File: src/rtl/rr_arb4_enc_if.sv
// rr_arb4_enc_if
// Bundles the request/release inputs and the registered grant outputs of the
// four-requester round-robin arbiter.
//
// Signals:
//   Req   [3:0]  request vector, bit k belongs to requester k
//   Done         current grantee gives the grant back (meaningful while En=1)
//   W     [1:0]  encoded index of the granted requester (decoder W input)
//   En           grant valid (decoder En input)
//   Tout         one-cycle pulse when a grant is revoked by the hold timeout
//
// Modports:
//   master  requester side: drives Req/Done, observes W/En/Tout
//   slave   arbiter side: observes Req/Done, drives W/En/Tout
interface rr_arb4_enc_if;
    logic [3:0] Req;
    logic       Done;
    logic [1:0] W;
    logic       En;
    logic       Tout;

    modport master (
        output Req,
        output Done,
        input  W,
        input  En,
        input  Tout
    );

    modport slave (
        input  Req,
        input  Done,
        output W,
        output En,
        output Tout
    );
endinterface

File: src/rtl/rr_arb4_enc.sv
// rr_arb4_enc
// Four-requester round-robin arbiter that produces the encoded index/enable
// pair for a downstream 2-to-4 decoder. All outputs come straight from
// flops, so the decoder sees stable W/En for whole clock cycles.
//
// Ports:
//   Clock   rising-edge clock
//   Resetn  asynchronous active-low reset
//   bus     rr_arb4_enc_if.slave: Req/Done in, W/En/Tout out
//
// Parameters:
//   TIMEOUT  maximum consecutive En-high cycles for one grant (1..255);
//            only meaningful when the timeout feature is compiled in.
//
// Configuration macro:
//   ARB_TIMEOUT_EN  when defined, a hold counter force-releases a grant after
//                   TIMEOUT cycles and pulses Tout; when undefined there is no
//                   counter and Tout is tied low.
module rr_arb4_enc #(
    parameter int TIMEOUT = 8
) (
    input  logic          Clock,
    input  logic          Resetn,
    rr_arb4_enc_if.slave  bus
);

    if (TIMEOUT < 1 || TIMEOUT > 255) begin : g_timeout_range
        $error("rr_arb4_enc: TIMEOUT must be in 1..255");
    end

    typedef enum logic {
        IDLE  = 1'b0,
        GRANT = 1'b1
    } state_t;

    state_t     state;
    state_t     state_next;
    logic [1:0] ptr;
    logic [1:0] ptr_next;
    logic [1:0] w_q;
    logic [1:0] w_next;
    logic       en_q;
    logic       en_next;
    logic [1:0] pick;
    logic       timeout_hit;

    // Rotating priority search. Walking the offsets from 3 down to 0 lets the
    // lowest offset from ptr overwrite the others, so the first requester at
    // or after ptr (mod 4) wins.
    always_comb begin
        pick = ptr;
        for (int i = 3; i >= 0; i--) begin
            if (bus.Req[ptr + 2'(i)]) begin
                pick = ptr + 2'(i);
            end
        end
    end

    // Next-state logic. A grant ends on Done, on the grantee dropping its
    // request, or on the hold timeout; the pointer then moves one past the
    // grantee so that it becomes lowest priority in the next arbitration.
    // Leaving GRANT always passes through IDLE, which guarantees one En=0
    // bubble between consecutive grants.
    always_comb begin
        state_next = state;
        ptr_next   = ptr;
        w_next     = w_q;
        en_next    = en_q;
        case (state)
            IDLE: begin
                if (|bus.Req) begin
                    w_next     = pick;
                    en_next    = 1'b1;
                    state_next = GRANT;
                end
            end
            GRANT: begin
                if (bus.Done || !bus.Req[w_q] || timeout_hit) begin
                    en_next    = 1'b0;
                    ptr_next   = w_q + 2'd1;
                    state_next = IDLE;
                end
            end
            default: begin
                en_next    = 1'b0;
                state_next = IDLE;
            end
        endcase
    end

    // State, pointer and registered decoder outputs.
    always_ff @(posedge Clock or negedge Resetn) begin
        if (!Resetn) begin
            state <= IDLE;
            ptr   <= 2'd0;
            w_q   <= 2'd0;
            en_q  <= 1'b0;
        end else begin
            state <= state_next;
            ptr   <= ptr_next;
            w_q   <= w_next;
            en_q  <= en_next;
        end
    end

    assign bus.W  = w_q;
    assign bus.En = en_q;

`ifdef ARB_TIMEOUT_EN
    localparam logic [7:0] TIMEOUT_LAST = 8'(TIMEOUT - 1);

    logic [7:0] cnt;
    logic [7:0] cnt_next;
    logic       tout_q;
    logic       tout_next;

    // cnt counts completed En-high cycles minus one, so reaching TIMEOUT-1
    // at an edge means En has been high for exactly TIMEOUT cycles.
    assign timeout_hit = (state == GRANT) && (cnt == TIMEOUT_LAST);

    // The counter only runs while a grant is held; any other case (idle,
    // fresh grant, release) leaves it at zero for the next grant. Tout is
    // flagged only when the timeout is the sole reason for the release.
    always_comb begin
        cnt_next  = 8'd0;
        tout_next = 1'b0;
        if (state == GRANT && state_next == GRANT) begin
            cnt_next = cnt + 8'd1;
        end
        if (timeout_hit && !bus.Done && bus.Req[w_q]) begin
            tout_next = 1'b1;
        end
    end

    // Hold counter and registered timeout pulse.
    always_ff @(posedge Clock or negedge Resetn) begin
        if (!Resetn) begin
            cnt    <= 8'd0;
            tout_q <= 1'b0;
        end else begin
            cnt    <= cnt_next;
            tout_q <= tout_next;
        end
    end

    assign bus.Tout = tout_q;
`else
    assign timeout_hit = 1'b0;
    assign bus.Tout    = 1'b0;
`endif

endmodule

File: src/flat_wrapper.sv
// flat-port wrapper written by rule: the top's interface ports become plain ports
module rr_arb4_enc_flat 
#(
    parameter int TIMEOUT = 8
)
  (Clock, Resetn, bus_Req, bus_Done, bus_W, bus_En, bus_Tout);
  rr_arb4_enc_if bus_i ();
  input  logic Clock;
  input  logic Resetn;
  input wire logic [$bits(bus_i.Req)-1:0] bus_Req;
  input wire logic [$bits(bus_i.Done)-1:0] bus_Done;
  output wire logic [$bits(bus_i.W)-1:0] bus_W;
  output wire logic [$bits(bus_i.En)-1:0] bus_En;
  output wire logic [$bits(bus_i.Tout)-1:0] bus_Tout;
  assign bus_i.Req = bus_Req;
  assign bus_i.Done = bus_Done;
  assign bus_W = bus_i.W;
  assign bus_En = bus_i.En;
  assign bus_Tout = bus_i.Tout;
  rr_arb4_enc #(.TIMEOUT(TIMEOUT)) u_core (.Clock(Clock), .Resetn(Resetn), .bus(bus_i));
endmodule
File: config.mk
export PLATFORM = sky130hd
export DESIGN_NAME = rr_arb4_enc_flat
export DESIGN_NICKNAME = d
export VERILOG_FILES = /design/src/rtl/rr_arb4_enc_if.sv /design/src/rtl/rr_arb4_enc.sv /design/src/flat_wrapper.sv
export SDC_FILE = /design/constraint.sdc
export NUM_CORES = 1
export LEC_CHECK = 0
export BUFFER_PORTS_ARGS = -buffer_cell sky130_fd_sc_hd__buf_2
export CORE_AREA = 2 2 39 41
export CTS_CLUSTER_SIZE = 12
export DETAILED_ROUTE_END_ITERATION = 12
export DIE_AREA = 0 0 41 43
export HOLD_SLACK_MARGIN = 0.02
export PLACE_DENSITY = 0.52
export RECOVER_POWER = 50
export SKIP_LAST_GASP = 1
export SLEW_MARGIN = 20
export SYNTH_ARGS = -nofsm -noshare
export SYNTH_HDL_FRONTEND = slang
export SYNTH_SLANG_ARGS = --single-unit
File: constraint.sdc
create_clock -name Clock -period 1.2 [get_ports Clock]
set_input_delay 0.18 -clock Clock [delete_from_list [all_inputs] [get_ports Clock]]
set_output_delay 0.18 -clock Clock [all_outputs]
set_load 0.02 [all_outputs]
==> flow_metrics.env <==
export IMPL_outcome="complete, no violations"
export IMPL_diodes=0
export IMPL_hp_start="bus_Done"
export IMPL_die_y_um=43
export IMPL_area_delta_synth_final_pct=47.4
export IMPL_r2r_start="u_core.bus.W[1]"
export IMPL_rsz0062_at_grt="true"
export IMPL_drc_errors=0
export IMPL_path_max_fanout=6
export IMPL_ys_flop_type="dfrtp_1"
export IMPL_crit_path_start_kind="flop"
export IMPL_fin_crit_ns=1.15
export IMPL_nFillCells=142
export IMPL_firstDrtPassIters=4
export IMPL_min_to="u_core.ptr[0]"
export IMPL_ys_ff_latch=6
export IMPL_nets=76
export IMPL_synth_top_area_share_pct=34.9
export IMPL_p_int_mw=0.849
export IMPL_slew_violations=0
export IMPL_place_gp_congestion=0.803
export IMPL_antenna_found_initial=0
export IMPL_die_w_um=41
export IMPL_drive_gt1_share_pct=47.1
export IMPL_finalCritPeriodShare_pct=95.7
export IMPL_avgSynthCellArea_sq_um=9.16
export IMPL_seq_area_frac_synth_pct=34.9
export IMPL_clk_latency_ns=0.24
export IMPL_critPathCaptureType="flop"
export IMPL_grt_pass1_vias=348
export IMPL_design_power_total_mw=1.43
export IMPL_fin_area_sq_um=634
export IMPL_switchingPower_mw=0.581
export IMPL_instances_no_fill=84
export IMPL_finalWirelength_mm=1.04
export IMPL_fmax_ghz=0.870
export IMPL_p_leak_nw=0.285
export IMPL_syn_area_sq_um=430
export IMPL_row_count=14
export IMPL_synth_area_top_cells="dfrtp_1, mux2i_1, o2bb2ai_1, o21ai_0, inv_1"
export IMPL_reg2reg_depth=4
export IMPL_hold_viol=0
export IMPL_final_core_util_pct=45.8
export IMPL_ys_types=32
export IMPL_grt_start_max_net_pins=8
export IMPL_syn_inst=47
export IMPL_synth_edf_count=0
export IMPL_syn_nets=54
export IMPL_vias=413
export IMPL_cp_required_ns=1.32
export IMPL_finalClockSkew_ns=0.00740
export IMPL_synth_commonest_cells="dfrtp_1, inv_1, o21ai_0"
export IMPL_cts_htree_levels=1
export IMPL_ir_drop_mv=0.616
export IMPL_finalSetupViolations=0
export IMPL_dieArea_sq_um=1760
export IMPL_placed_area_sq_um=553
export IMPL_yosysTopAreaCell="dfrtp_1"
export IMPL_grt_ovfl_total=0
export IMPL_core_area_sq_um=1380
export IMPL_io_pins=11
export IMPL_seqPwrFrac_pct=30.2
export IMPL_cp_arrival_ns=1.27
export IMPL_swShare_pct=40.6
export IMPL_port_buffers=9
export IMPL_grt_pass1_wl_mm=1.50
export IMPL_maxCapViolations=0
export IMPL_initial_core_util_pct=31.1
export IMPL_dpl_worst_slack_ns=-0.0873
export IMPL_path_clk_slew_ns=0.05
export IMPL_wl_per_cell_um=12.3
export IMPL_post_cts_buffers=0
export IMPL_clk_path_buf_depth=2
export IMPL_cts_num_sinks=6
export IMPL_p_per_area_nw_per_um2=2250
export IMPL_drt_iter0_markers=4
export IMPL_yosysMostFrequentCell="dfrtp_1"
export IMPL_track_usage_pct=13.1
export IMPL_placed_cells=79
export IMPL_post_drt_via_cell_ratio=4.92
export IMPL_combPwrFrac_pct=55.7
export IMPL_clock_root_buffer="clkbuf_4"
export IMPL_setup_worst_path_class="reg -> reg"
export IMPL_holdPathStages=3
export IMPL_reg2reg_slack_ns=0.05
export IMPL_worst_slack_ns=0.0512
export IMPL_cts_buffers_inserted=3
export IMPL_ant_nets=0
export IMPL_yosys_warnings=0
export IMPL_cts_tree="done"
export IMPL_pwr_share_clk_pct=14.1
export IMPL_r2r_end="u_core.ptr[0]"
export IMPL_hp_class="in -> reg"
export IMPL_post_dp_hpwl_um=830
export IMPL_ys_async_sr_fraction_pct=100
registers in the layout, summed over array words and instances, names as in the netlist:
register,count
u_core.bus.W,2
u_core.ptr,2
u_core.state,1
u_core.bus.En,1
metal layers:
layer | routed length [um] | vias up | GRT usage [%]
met5 | 0 | - | 0
met4 | 0 | 0 | 8.00
met3 | 15 | 0 | 1.57
met2 | 521 | 3 | 19.7
met1 | 499 | 197 | 16.9
li1 | - | 213 | -
cells in the final DEF, fill, tap and decap left out:
cell type	instances
dfrtp_1	4
nand2b_1	2
clkbuf_4	3
o21ai_2	1
a41o_1	1
nand3_1	1
a21o_1	1
nand3b_1	1
o2bb2ai_1	2
and2_4	1
o22ai_1	2
buf_2	8
o211ai_1	1
buf_4	9
a31oi_1	1
conb_1	1
mux2i_1	1
dlygate4sd3_1	1
o2111ai_2	1
and2_1	1
a2bb2oi_2	1
or2_4	1
o21ai_0	2
nand2_1	1
a21boi_1	1
a21oi_1	2
or3_4	1
or2b_1	1
and2b_2	1
dfrtp_2	2
mux2i_4	1
nor2_1	1
o21a_1	1
or4_4	1
nor2b_1	1
inv_1	4
o221ai_4	1
clkbuf_1	2
cell type report:
cell class                      instances  area, sq um  share of cell area (%)
Sequential cell                         6          153                    24.1
Tap cell                               16         20.0                    3.16
Multi-Input combinational cell         35          299                    47.1
Inverter                                4         15.0                    2.37
Timing Repair Buffer                   19          121                    19.1
Clock buffer                            4         26.3                    4.14
worst max-delay path, stage by stage, from the launching register on:
cell,delay (ns)
dfrtp_2,0.43
mux2i_1,0.21
buf_4,0.16
o211ai_1,0.08
o2bb2ai_1,0.14
worst max path at each step:
| stage | start | end | slack (ns) | cells after the start |
|---|---|---|---|---|
| floorplan | u_core.ptr[1] | u_core.bus.W[1] | 0.001 | 3 |
| finish | u_core.bus.W[1] | u_core.ptr[0] | 0.05 | 4 |
| CTS | u_core.bus.W[0] | u_core.ptr[1] | 0.004 | 3 |
| detailed placement | bus_Req[1] | u_core.bus.W[0] | -0.09 | 4 |
| global placement | bus_Req[1] | u_core.bus.W[0] | -0.08 | 4 |
| global route | u_core.bus.W[1] | u_core.ptr[0] | -0.02 | 4 |
power by group through the flow:
stage	registers [mW]	logic (mW)	clock network (mW)
floorplan	0.483	0.379	0
global placement	0.412	0.691	0
detailed placement	0.410	0.695	0
CTS	0.410	0.747	0.206
global route	0.445	0.867	0.219
finish	0.432	0.796	0.202
cell families (layout without fill, tap and decap cells):
logic type	count (synthesis)	in the layout	synth area share, %
other	1	1	0.871
AOI/OAI and AO/OA	18	18	29.7
and+or+nand+nor	14	14	22.1
muxes	2	2	4.65
buffers and inverters	6	27	7.85
DFF	6	6	34.9
through the flow:
step                      hold slack, ns  TNS [ns]
after floorplan                   -0.116         0
after global placement           0.00798    -0.222
after detailed placement         0.00767    -0.252
after CTS                          0.287         0
after global routing               0.340   -0.0220
final                              0.319         0
repair_timing:
item,4_1_cts,5_1_grt
endpoints found under the hold margin,6,0
hold buffers,1,0
pin swaps,0,4
setup endpoints to repair,2,5
gates resized for setup,3,5
Power figures use the tool's default switching activity.
